$ cat config.mk
export PLATFORM = sky130hd
export DESIGN_NAME = alu_share_arbiter_flat
export DESIGN_NICKNAME = d
export VERILOG_FILES = /design/src/rtl/alu_share_arbiter_if.sv /design/src/rtl/alu_share_arbiter.sv /design/src/flat_wrapper.sv
export SDC_FILE = /design/constraint.sdc
export NUM_CORES = 1
export LEC_CHECK = 0
export ABC_AREA = 1
export BUFFER_PORTS_ARGS = -buffer_cell sky130_fd_sc_hd__buf_2
export CORE_MARGIN = 10
export CORE_UTILIZATION = 40
export DETAILED_ROUTE_END_ITERATION = 8
export PLACE_DENSITY = 0.74
export SETUP_SLACK_MARGIN = 0.3
export SLEW_MARGIN = 20
export SYNTH_ARGS = -nofsm -noshare
export SYNTH_HDL_FRONTEND = slang
export SYNTH_SLANG_ARGS = --single-unit
$ cat constraint.sdc
create_clock -name clk -period 1.2 [get_ports clk]
set_input_delay 0.24 -clock clk [delete_from_list [all_inputs] [get_ports clk]]
set_output_delay 0.24 -clock clk [all_outputs]
set_load 0.02 [all_outputs]
$ cat src/rtl/alu_share_arbiter_if.sv
`default_nettype none
// ============================================================================
//  Module      : alu_share_arbiter_if
//  Description : Bundles the requester handshakes, the shared response bus
//                and the external ALU connection of alu_share_arbiter.
//                  slave  : arbiter view (takes requests, drives the ALU)
//                  master : requester/ALU view (testbench or system side)
//                Signals:
//                  reqN_valid/ready, reqN_a/b/op : request handshake + operands
//                  respN_valid/ready             : per-requester response handshake
//                  resp_result/resp_zero         : shared captured result
//                  alu_a/alu_b/alu_control       : to the ALU
//                  alu_result/alu_zero           : from the ALU
//                  busy, resp_drop               : status
//  Revision    : 1.0 - initial release
// ============================================================================
interface alu_share_arbiter_if #(
    parameter int WIDTH = 32
);
    logic             req0_valid;
    logic             req0_ready;
    logic [WIDTH-1:0] req0_a;
    logic [WIDTH-1:0] req0_b;
    logic [3:0]       req0_op;
    logic             req1_valid;
    logic             req1_ready;
    logic [WIDTH-1:0] req1_a;
    logic [WIDTH-1:0] req1_b;
    logic [3:0]       req1_op;
    logic             resp0_valid;
    logic             resp0_ready;
    logic             resp1_valid;
    logic             resp1_ready;
    logic [WIDTH-1:0] resp_result;
    logic             resp_zero;
    logic [WIDTH-1:0] alu_a;
    logic [WIDTH-1:0] alu_b;
    logic [3:0]       alu_control;
    logic [WIDTH-1:0] alu_result;
    logic             alu_zero;
    logic             busy;
    logic             resp_drop;

    modport slave (
        input  req0_valid, req0_a, req0_b, req0_op,
        input  req1_valid, req1_a, req1_b, req1_op,
        output req0_ready, req1_ready,
        output resp0_valid, resp1_valid, resp_result, resp_zero,
        input  resp0_ready, resp1_ready,
        output alu_a, alu_b, alu_control,
        input  alu_result, alu_zero,
        output busy, resp_drop
    );

    modport master (
        output req0_valid, req0_a, req0_b, req0_op,
        output req1_valid, req1_a, req1_b, req1_op,
        input  req0_ready, req1_ready,
        input  resp0_valid, resp1_valid, resp_result, resp_zero,
        output resp0_ready, resp1_ready,
        input  alu_a, alu_b, alu_control,
        output alu_result, alu_zero,
        input  busy, resp_drop
    );
endinterface
`default_nettype wire

$ cat src/rtl/alu_share_arbiter.sv
`default_nettype none
// ============================================================================
//  Module      : alu_share_arbiter
//  Description : Round-robin sequencer sharing one single-cycle ALU between
//                two requesters. One operation in flight: IDLE (grant and
//                latch operands) -> EXEC (drive ALU, capture result) -> RESP
//                (hold result until the owner takes it).
//  Ports       : clk   - clock, rising edge
//                rst_n - asynchronous active-low reset
//                bus   - alu_share_arbiter_if.slave (requests, responses,
//                        ALU connection, busy / resp_drop status)
//  Options     : define ALU_ARB_TIMEOUT_EN to abandon a response that the
//                owner has not taken within TIMEOUT_CYCLES RESP cycles
//                (resp_drop pulses); otherwise RESP waits indefinitely.
//  Revision    : 1.0 - initial release
// ============================================================================
module alu_share_arbiter #(
    parameter int WIDTH          = 32,
    parameter int TIMEOUT_CYCLES = 16
) (
    input  wire logic          clk,
    input  wire logic          rst_n,
    alu_share_arbiter_if.slave bus
);

    localparam logic [1:0] c_st_idle = 2'd0;
    localparam logic [1:0] c_st_exec = 2'd1;
    localparam logic [1:0] c_st_resp = 2'd2;

    // The wait counter is 8 bits wide, so the limit has to fit in it.
    if (TIMEOUT_CYCLES < 1 || TIMEOUT_CYCLES > 256) begin : g_timeout_range_err
        $error("alu_share_arbiter: TIMEOUT_CYCLES must be in 1..256");
    end

    logic [1:0]       state_q, state_d;
    logic             last_grant_q, last_grant_d;
    logic             owner_q, owner_d;
    logic [WIDTH-1:0] a_q, a_d;
    logic [WIDTH-1:0] b_q, b_d;
    logic [3:0]       op_q, op_d;
    logic [WIDTH-1:0] result_q, result_d;
    logic             zero_q, zero_d;

    logic w_any_valid;
    logic w_grant;
    logic w_accept;
    logic w_owner_ready;
    logic w_timeout;

    assign w_any_valid   = bus.req0_valid | bus.req1_valid;
    // Contention goes to whoever was not served last; otherwise the lone requester.
    assign w_grant       = (bus.req0_valid & bus.req1_valid) ? ~last_grant_q : bus.req1_valid;
    assign w_accept      = (state_q == c_st_idle) & w_any_valid;
    // Only the owner's ready matters; the other requester's ready is ignored.
    assign w_owner_ready = owner_q ? bus.resp1_ready : bus.resp0_ready;

`ifdef ALU_ARB_TIMEOUT_EN
    localparam logic [7:0] c_wait_last = 8'(TIMEOUT_CYCLES - 1);

    logic [7:0] wait_cnt_q, wait_cnt_d;
    logic       drop_q, drop_d;

    assign w_timeout = (state_q == c_st_resp) & ~w_owner_ready & (wait_cnt_q == c_wait_last);

    always_comb begin
        wait_cnt_d = wait_cnt_q;
        // Held at zero outside RESP, so it is already clear on RESP entry.
        if (state_q != c_st_resp) begin
            wait_cnt_d = 8'd0;
        end else if (!w_owner_ready) begin
            wait_cnt_d = wait_cnt_q + 8'd1;
        end
        drop_d = w_timeout;
    end

    always_ff @(posedge clk or negedge rst_n) begin
        if (!rst_n) begin
            wait_cnt_q <= 8'd0;
            drop_q     <= 1'b0;
        end else begin
            wait_cnt_q <= wait_cnt_d;
            drop_q     <= drop_d;
        end
    end

    assign bus.resp_drop = drop_q;
`else
    assign w_timeout     = 1'b0;
    assign bus.resp_drop = 1'b0;
`endif

    // ---------------- FSM: state register ----------------
    always_ff @(posedge clk or negedge rst_n) begin
        if (!rst_n) begin
            state_q <= c_st_idle;
        end else begin
            state_q <= state_d;
        end
    end

    // ---------------- FSM: next state ----------------
    always_comb begin
        state_d = state_q;
        case (state_q)
            c_st_idle: if (w_accept) state_d = c_st_exec;
            c_st_exec: state_d = c_st_resp;
            c_st_resp: if (w_owner_ready || w_timeout) state_d = c_st_idle;
            default:   state_d = c_st_idle;
        endcase
    end

    // ---------------- FSM: outputs ----------------
    always_comb begin
        bus.req0_ready  = 1'b0;
        bus.req1_ready  = 1'b0;
        bus.resp0_valid = 1'b0;
        bus.resp1_valid = 1'b0;
        bus.alu_a       = '0;
        bus.alu_b       = '0;
        bus.alu_control = 4'd0;
        bus.busy        = (state_q != c_st_idle);
        case (state_q)
            c_st_idle: begin
                bus.req0_ready = w_any_valid & ~w_grant;
                bus.req1_ready = w_any_valid &  w_grant;
            end
            c_st_exec: begin
                bus.alu_a       = a_q;
                bus.alu_b       = b_q;
                bus.alu_control = op_q;
            end
            c_st_resp: begin
                bus.resp0_valid = ~owner_q;
                bus.resp1_valid =  owner_q;
            end
            default: ;
        endcase
    end

    // ---------------- Operand / result datapath ----------------
    always_comb begin
        last_grant_d = last_grant_q;
        owner_d      = owner_q;
        a_d          = a_q;
        b_d          = b_q;
        op_d         = op_q;
        result_d     = result_q;
        zero_d       = zero_q;
        if (w_accept) begin
            owner_d      = w_grant;
            last_grant_d = w_grant;
            a_d          = w_grant ? bus.req1_a  : bus.req0_a;
            b_d          = w_grant ? bus.req1_b  : bus.req0_b;
            op_d         = w_grant ? bus.req1_op : bus.req0_op;
        end
        if (state_q == c_st_exec) begin
            result_d = bus.alu_result;
            zero_d   = bus.alu_zero;
        end
    end

    always_ff @(posedge clk or negedge rst_n) begin
        if (!rst_n) begin
            last_grant_q <= 1'b1;   // req0 wins the first contention
            owner_q      <= 1'b0;
            a_q          <= '0;
            b_q          <= '0;
            op_q         <= 4'd0;
            result_q     <= '0;
            zero_q       <= 1'b0;
        end else begin
            last_grant_q <= last_grant_d;
            owner_q      <= owner_d;
            a_q          <= a_d;
            b_q          <= b_d;
            op_q         <= op_d;
            result_q     <= result_d;
            zero_q       <= zero_d;
        end
    end

    assign bus.resp_result = result_q;
    assign bus.resp_zero   = zero_q;

endmodule
`default_nettype wire
$ cat src/flat_wrapper.sv
// flat-port wrapper written by rule: the top's interface ports become plain ports
module alu_share_arbiter_flat 
#(
    parameter int WIDTH          = 32,
    parameter int TIMEOUT_CYCLES = 16
)
  (clk, rst_n, bus_req0_valid, bus_req0_a, bus_req0_b, bus_req0_op, bus_req1_valid, bus_req1_a, bus_req1_b, bus_req1_op, bus_req0_ready, bus_req1_ready, bus_resp0_valid, bus_resp1_valid, bus_resp_result, bus_resp_zero, bus_resp0_ready, bus_resp1_ready, bus_alu_a, bus_alu_b, bus_alu_control, bus_alu_result, bus_alu_zero, bus_busy, bus_resp_drop);
  alu_share_arbiter_if #(.WIDTH(WIDTH)) bus_i ();
  input  wire logic clk;
  input  wire logic rst_n;
  input wire logic [$bits(bus_i.req0_valid)-1:0] bus_req0_valid;
  input wire logic [$bits(bus_i.req0_a)-1:0] bus_req0_a;
  input wire logic [$bits(bus_i.req0_b)-1:0] bus_req0_b;
  input wire logic [$bits(bus_i.req0_op)-1:0] bus_req0_op;
  input wire logic [$bits(bus_i.req1_valid)-1:0] bus_req1_valid;
  input wire logic [$bits(bus_i.req1_a)-1:0] bus_req1_a;
  input wire logic [$bits(bus_i.req1_b)-1:0] bus_req1_b;
  input wire logic [$bits(bus_i.req1_op)-1:0] bus_req1_op;
  output wire logic [$bits(bus_i.req0_ready)-1:0] bus_req0_ready;
  output wire logic [$bits(bus_i.req1_ready)-1:0] bus_req1_ready;
  output wire logic [$bits(bus_i.resp0_valid)-1:0] bus_resp0_valid;
  output wire logic [$bits(bus_i.resp1_valid)-1:0] bus_resp1_valid;
  output wire logic [$bits(bus_i.resp_result)-1:0] bus_resp_result;
  output wire logic [$bits(bus_i.resp_zero)-1:0] bus_resp_zero;
  input wire logic [$bits(bus_i.resp0_ready)-1:0] bus_resp0_ready;
  input wire logic [$bits(bus_i.resp1_ready)-1:0] bus_resp1_ready;
  output wire logic [$bits(bus_i.alu_a)-1:0] bus_alu_a;
  output wire logic [$bits(bus_i.alu_b)-1:0] bus_alu_b;
  output wire logic [$bits(bus_i.alu_control)-1:0] bus_alu_control;
  input wire logic [$bits(bus_i.alu_result)-1:0] bus_alu_result;
  input wire logic [$bits(bus_i.alu_zero)-1:0] bus_alu_zero;
  output wire logic [$bits(bus_i.busy)-1:0] bus_busy;
  output wire logic [$bits(bus_i.resp_drop)-1:0] bus_resp_drop;
  assign bus_i.req0_valid = bus_req0_valid;
  assign bus_i.req0_a = bus_req0_a;
  assign bus_i.req0_b = bus_req0_b;
  assign bus_i.req0_op = bus_req0_op;
  assign bus_i.req1_valid = bus_req1_valid;
  assign bus_i.req1_a = bus_req1_a;
  assign bus_i.req1_b = bus_req1_b;
  assign bus_i.req1_op = bus_req1_op;
  assign bus_req0_ready = bus_i.req0_ready;
  assign bus_req1_ready = bus_i.req1_ready;
  assign bus_resp0_valid = bus_i.resp0_valid;
  assign bus_resp1_valid = bus_i.resp1_valid;
  assign bus_resp_result = bus_i.resp_result;
  assign bus_resp_zero = bus_i.resp_zero;
  assign bus_i.resp0_ready = bus_resp0_ready;
  assign bus_i.resp1_ready = bus_resp1_ready;
  assign bus_alu_a = bus_i.alu_a;
  assign bus_alu_b = bus_i.alu_b;
  assign bus_alu_control = bus_i.alu_control;
  assign bus_i.alu_result = bus_alu_result;
  assign bus_i.alu_zero = bus_alu_zero;
  assign bus_busy = bus_i.busy;
  assign bus_resp_drop = bus_i.resp_drop;
  alu_share_arbiter #(.WIDTH(WIDTH), .TIMEOUT_CYCLES(TIMEOUT_CYCLES)) u_core (.clk(clk), .rst_n(rst_n), .bus(bus_i));
endmodule
[Word level (Yosys, flattened, before mapping)]
Index checks and enable logic that the tools add are counted.
Storage, ports and cells
  register bits after elaboration: 105
  bits of input ports: 175
  output and inout bits: 107
  word-level logic and storage cells: 38
Cells by class
  eq/ne operators: 4
  muxes and demuxes: 15
  bitwise operators: 8
  reduce and logical (&&, ||, !) cells: 3
Operators with widths (count)
  32-bit 2-to-1 mux: 4
  4-bit 2-to-1 mux: 2
  1-bit 2-to-1 mux: 6
  2-bit one-hot mux with 3 select lines: 1
  1-bit AND: 4
  2-bit 2-to-1 mux: 2
  2-bit by 1-bit != test with 1-bit output, second input constant: 2
  1-bit inverter: 3
  2-bit by 1-bit equality test with 1-bit output, second input constant: 1
  2-bit equality test, second input constant: 1
  2-bit logical NOT: 1
  2-bit AND reduction: 1
  2-bit nonzero test: 1
  1-bit OR: 1

[Logic depth before layout (Yosys ltp)]
  depth in word-level cells: 5
  gate-level depth with buffers: 8
  mapped depth without buffers: 6

[Least setup slack after synthesis]
No wires, ideal clock.
  path type: reg2out
  start point: register u_core.state_q[0]
  end point: output port bus_req0_ready
  arrival: 1276 ps
  slack: -316 ps
  stages on the path, launching flop included: 8
  path through: dfrtp_1 > buf_2 > inv_2 > nand2_2 > nor2_4 > inv_2 > buf_2 > a21oi_2
Between the ends
  longest elaborated chain between the ends: 2
RTL lines
  start: declaration: line alu_share_arbiter.sv:35  | logic [1:0] state_q, state_d;
  start signal: assignment: line alu_share_arbiter.sv:95  | state_q <= c_st_idle;
  start signal: assignment: line alu_share_arbiter.sv:97  | state_q <= state_d;
  2-bit logical NOT: line alu_share_arbiter.sv:122  | case (state_q)
  1-bit 2-to-1 mux: line alu_share_arbiter.sv:122
  end: declaration: line flat_wrapper.sv:19  | output wire logic [$bits(bus_i.req0_ready)-1:0] bus_req0_ready;
Every way passes these cells.

[Worst setup path after layout]
  start point: register u_core.state_q[1]
  end point: output port bus_alu_b[5]
Between the ends
  longest elaborated chain between the ends: 2
RTL lines
  2-bit by 1-bit equality test with 1-bit output: line alu_share_arbiter.sv:122
  32-bit 2-to-1 mux: line alu_share_arbiter.sv:122
  end: declaration: line flat_wrapper.sv:28  | output wire logic [$bits(bus_i.alu_b)-1:0] bus_alu_b;
Every way passes these cells.

==> flow_summary.toml <==
[critical_path]
required_ns = 0.96
crit_chain = "inv_4 -> nand2_8 -> buf_12 -> nor2_4 -> buf_2"
r2r_start = "u_core.state_q[1]"
end_kind = "primary output"
cp_top_family = "buffers and inverters"
cp_num_buf_inv = 3
timing.critical_path.from = "u_core.state_q[1]"
cp_slowest_cell = "dfrtp_1"
worstPathMaxFanout = 16
crit_type = "flip-flop to primary output"
critPathMaxStageDelay_ns = 0.40
crit_arrival_ns = 1.46
startpoint_type = "flip-flop"

[pwr]
irDropWorstVdd_mv = 1.416
p_leak_uw = 0.005701
p_per_area_mw_per_mm2 = 2688
seq_power_share = 0.239
p_sw_uw = 12370
p_int_uw = 14960
pwr-share-comb = 0.650
clkPwrFrac = 0.111
swShare = 0.4525

[min_path]
worstHoldPathType = "input port to flip-flop"
min-delay-start = "bus_alu_result[23]"

[clock_network]
path_clk_slew_ns = 0.07
clk_path_buf_depth = 2
clock_sinks = 105
clk_latency_ns = 0.34
cts_tree = "yes"
clock-root-buffer = "clkbuf_16"
cts_max_level = 3
cts_buffers = 9

[logic_synthesis]
synthTopCellsByCount = "nand2_1 (412), dfrtp_1 (104), nand3_1 (102)"
muxShareOfSynthArea = 0
synth_top_area_frac = 0.4678
synth.area.top_cells = "dfrtp_1 (47%), nand2_1 (28%), nand3_1 (9.2%)"
ys_warn_count = 0
syn-cell-area_mm2 = 0.005563
ys_seq_elements = 105
yosys.area_share.adder = 0
synth-main-ff-cell = "dfrtp_1"
yosys.cell_count.top_type = "nand2_1"
synth_compound_area_frac = 0.002474
synth_top_area_cell = "dfrtp_1"
synthSimpleGateAreaFrac = 0.4249
async_reset_ff_frac = 1.000
synth_top_family_by_area = "simple AND/OR/NAND/NOR gates"
synth_fp_nets = 1003
synth-seq-area-share = 0.4726
synthXorXnorAreaFrac = 0
syn_inst = 828
avgSynthCellArea_um2 = 6.718
synth_edf_count = 0
synth_cell_types = 17

[cells_and_area]
area_delta_synth_final_pct = 82.75
drive_above_1_share = 0.5239
nNetsFinal = 1321
fillers = 997
final_util = 0.7381
fin_cells = 1332

[grt]
grt_max_degree = 43
grt_first_pass_wirelength_um = 32930
grt_pass1_vias = 6510
antenna_found_initial = 2
globalRouteOverflowTotal = 0
grt_util_all_layers = 0.2192

[floorplan]
design.core.area_mm2 = 0.01377
start_util = 0.4039
num_io_pins = 282
dieArea_mm2 = 0.01902
die_h_um = 137.9
rows = 43
die_x_um = 137.9

[sta]
final_max_slew_viol_count = 0
setup_violations = 158
fin_crit_sh = 1.420
finalClockSkew_ns = 0.005139
postLayoutSetupSlackWorst_ns = -0.5038
period_needed_ns = 1.704
fmax_mhz = 586.9
report.final.hold_viol_count = 0
rsz0062_at_grt = "yes"
worst_hold_slack_ns = 0.1271

[placed_design]
io_buffers = 280
pre_cts_ws_ns = -0.2331
gp_congestion = 0.8464
dp_hpwl_um = 14830
dpl.cell_count = 1271

[drt]
drcViolationCount = 0
first_iter_violations = 325
vias = 6498
wire_per_inst_um = 17.30
wl_um = 23050
via_per_inst = 4.878
drt-pass1-iter-count = 7
drtAntennaViolNets = 0

[outcome]
outcome = "complete, but fails checks"
violations = "negative setup slack"

[run]
maxCapViolations = 0
-- power by group through the flow --
stage	clock [uW]	sequential (uW)	combinational, uW
after global routing	3210	6750	18900
final	3020	6550	17800
after detailed placement	0	6210	11500
after floorplan	0	6720	7510
after CTS	3090	6290	15000
after global placement	0	6140	11300
-- cell usage in the layout (no fill, tap or decap), drive strengths merged --
master	count
dlygate4sd3	1
bufbuf	2
inv	74
nand2	415
conb	1
bufinv	1
clkinvlp	2
dfstp	1
nor2	74
clkbuf	16
a21oi	1
o21ai	1
diode	1
clkinv	3
dfrtp	104
nand3	102
buf	353
-- through the flow --
step           total power (uW)  cell area (um2)  TNS [ns]
2_1_floorplan             14230             6198    -7.016
6_report                  27330            10170    -61.19
4_1_cts                   24380             9203    -62.15
3_3_place_gp              17480             7905    -21.26
5_1_grt                   28880            10170    -70.38
3_5_place_dp              17710             7905    -26.69
-- worst register-to-register path, cell delays in order, from the launching register on --
cell and delay [ns]:
dfrtp_1 0.40, inv_4 0.11, buf_12 0.11, nand2_8 0.05, nor2_4 0.12, buf_6 0.11
buf_6 0.08, buf_8 0.10, buf_12 0.13, buf_12 0.11, buf_12 0.15, nand2_4 0.05
nand2_2 0.06
-- metal layers --
| layer | GRT usage | routed length (um) | up-vias |
|---|---|---|---|
| li1 | - | - | 3133 |
| met1 | 0.2546 | 8792 | 3061 |
| met2 | 0.3848 | 11910 | 265 |
| met3 | 0.05254 | 1849 | 39 |
| met4 | 0.07706 | 503 | 0 |
| met5 | 0 | 0 | - |
-- cells by family (layout without fill, tap and decap cells) --
logic type	count (synthesis)	count (layout)
compound gates	2	2
buf+inv	129	452
flops	105	105
other cells	1	2
simple gates	591	591
-- flip-flops by register name (all words and copies together) (netlist names) --
name,count
u_core.op_q,4
u_core.bus.resp_zero,1
u_core.b_q,32
u_core.bus.resp_result,32
u_core.last_grant_q,1
u_core.owner_q,1
u_core.a_q,32
u_core.state_q,2
-- worst paths after layout --
| check | end | slack (ns) | depth (start not counted) |
|---|---|---|---|
| hold / removal | u_core.bus.resp_result[23] | 0.13 | 3 |
| min in group asynchronous | u_core.a_q[12] | 0.31 | 2 |
| setup reg to reg | u_core.a_q[9] | -0.44 | 12 |
| hold reg to reg | u_core.b_q[27] | 0.48 | 2 |
| setup / recovery | bus_alu_b[5] | -0.50 | 5 |
| max in group asynchronous | u_core.bus.resp_result[25] | 0.37 | 3 |
-- final cells by class --
cell class | instances | area, um2 | area share
multi-input cells | 594 | 3593 | 0.3535
repair buffers | 362 | 3123 | 0.3072
flip-flops and latches | 105 | 2630 | 0.2587
inverters | 74 | 285.3 | 0.02806
clock buffers | 10 | 239.0 | 0.02351
well taps | 180 | 225.2 | 0.02215
clock inverters | 6 | 67.56 | 0.006646
diodes | 1 | 2.502 | 0.0002462
-- what timing repair did --
action,CTS,global route
hold buffers,1,0
endpoints found under the setup margin,211,211
pin swaps,49,86
buffers inserted,12,14
gates resized for setup,140,241
hold endpoints to repair,11,0
gates cloned,15,2
Note: power is estimated with default switching activity, not from simulation.
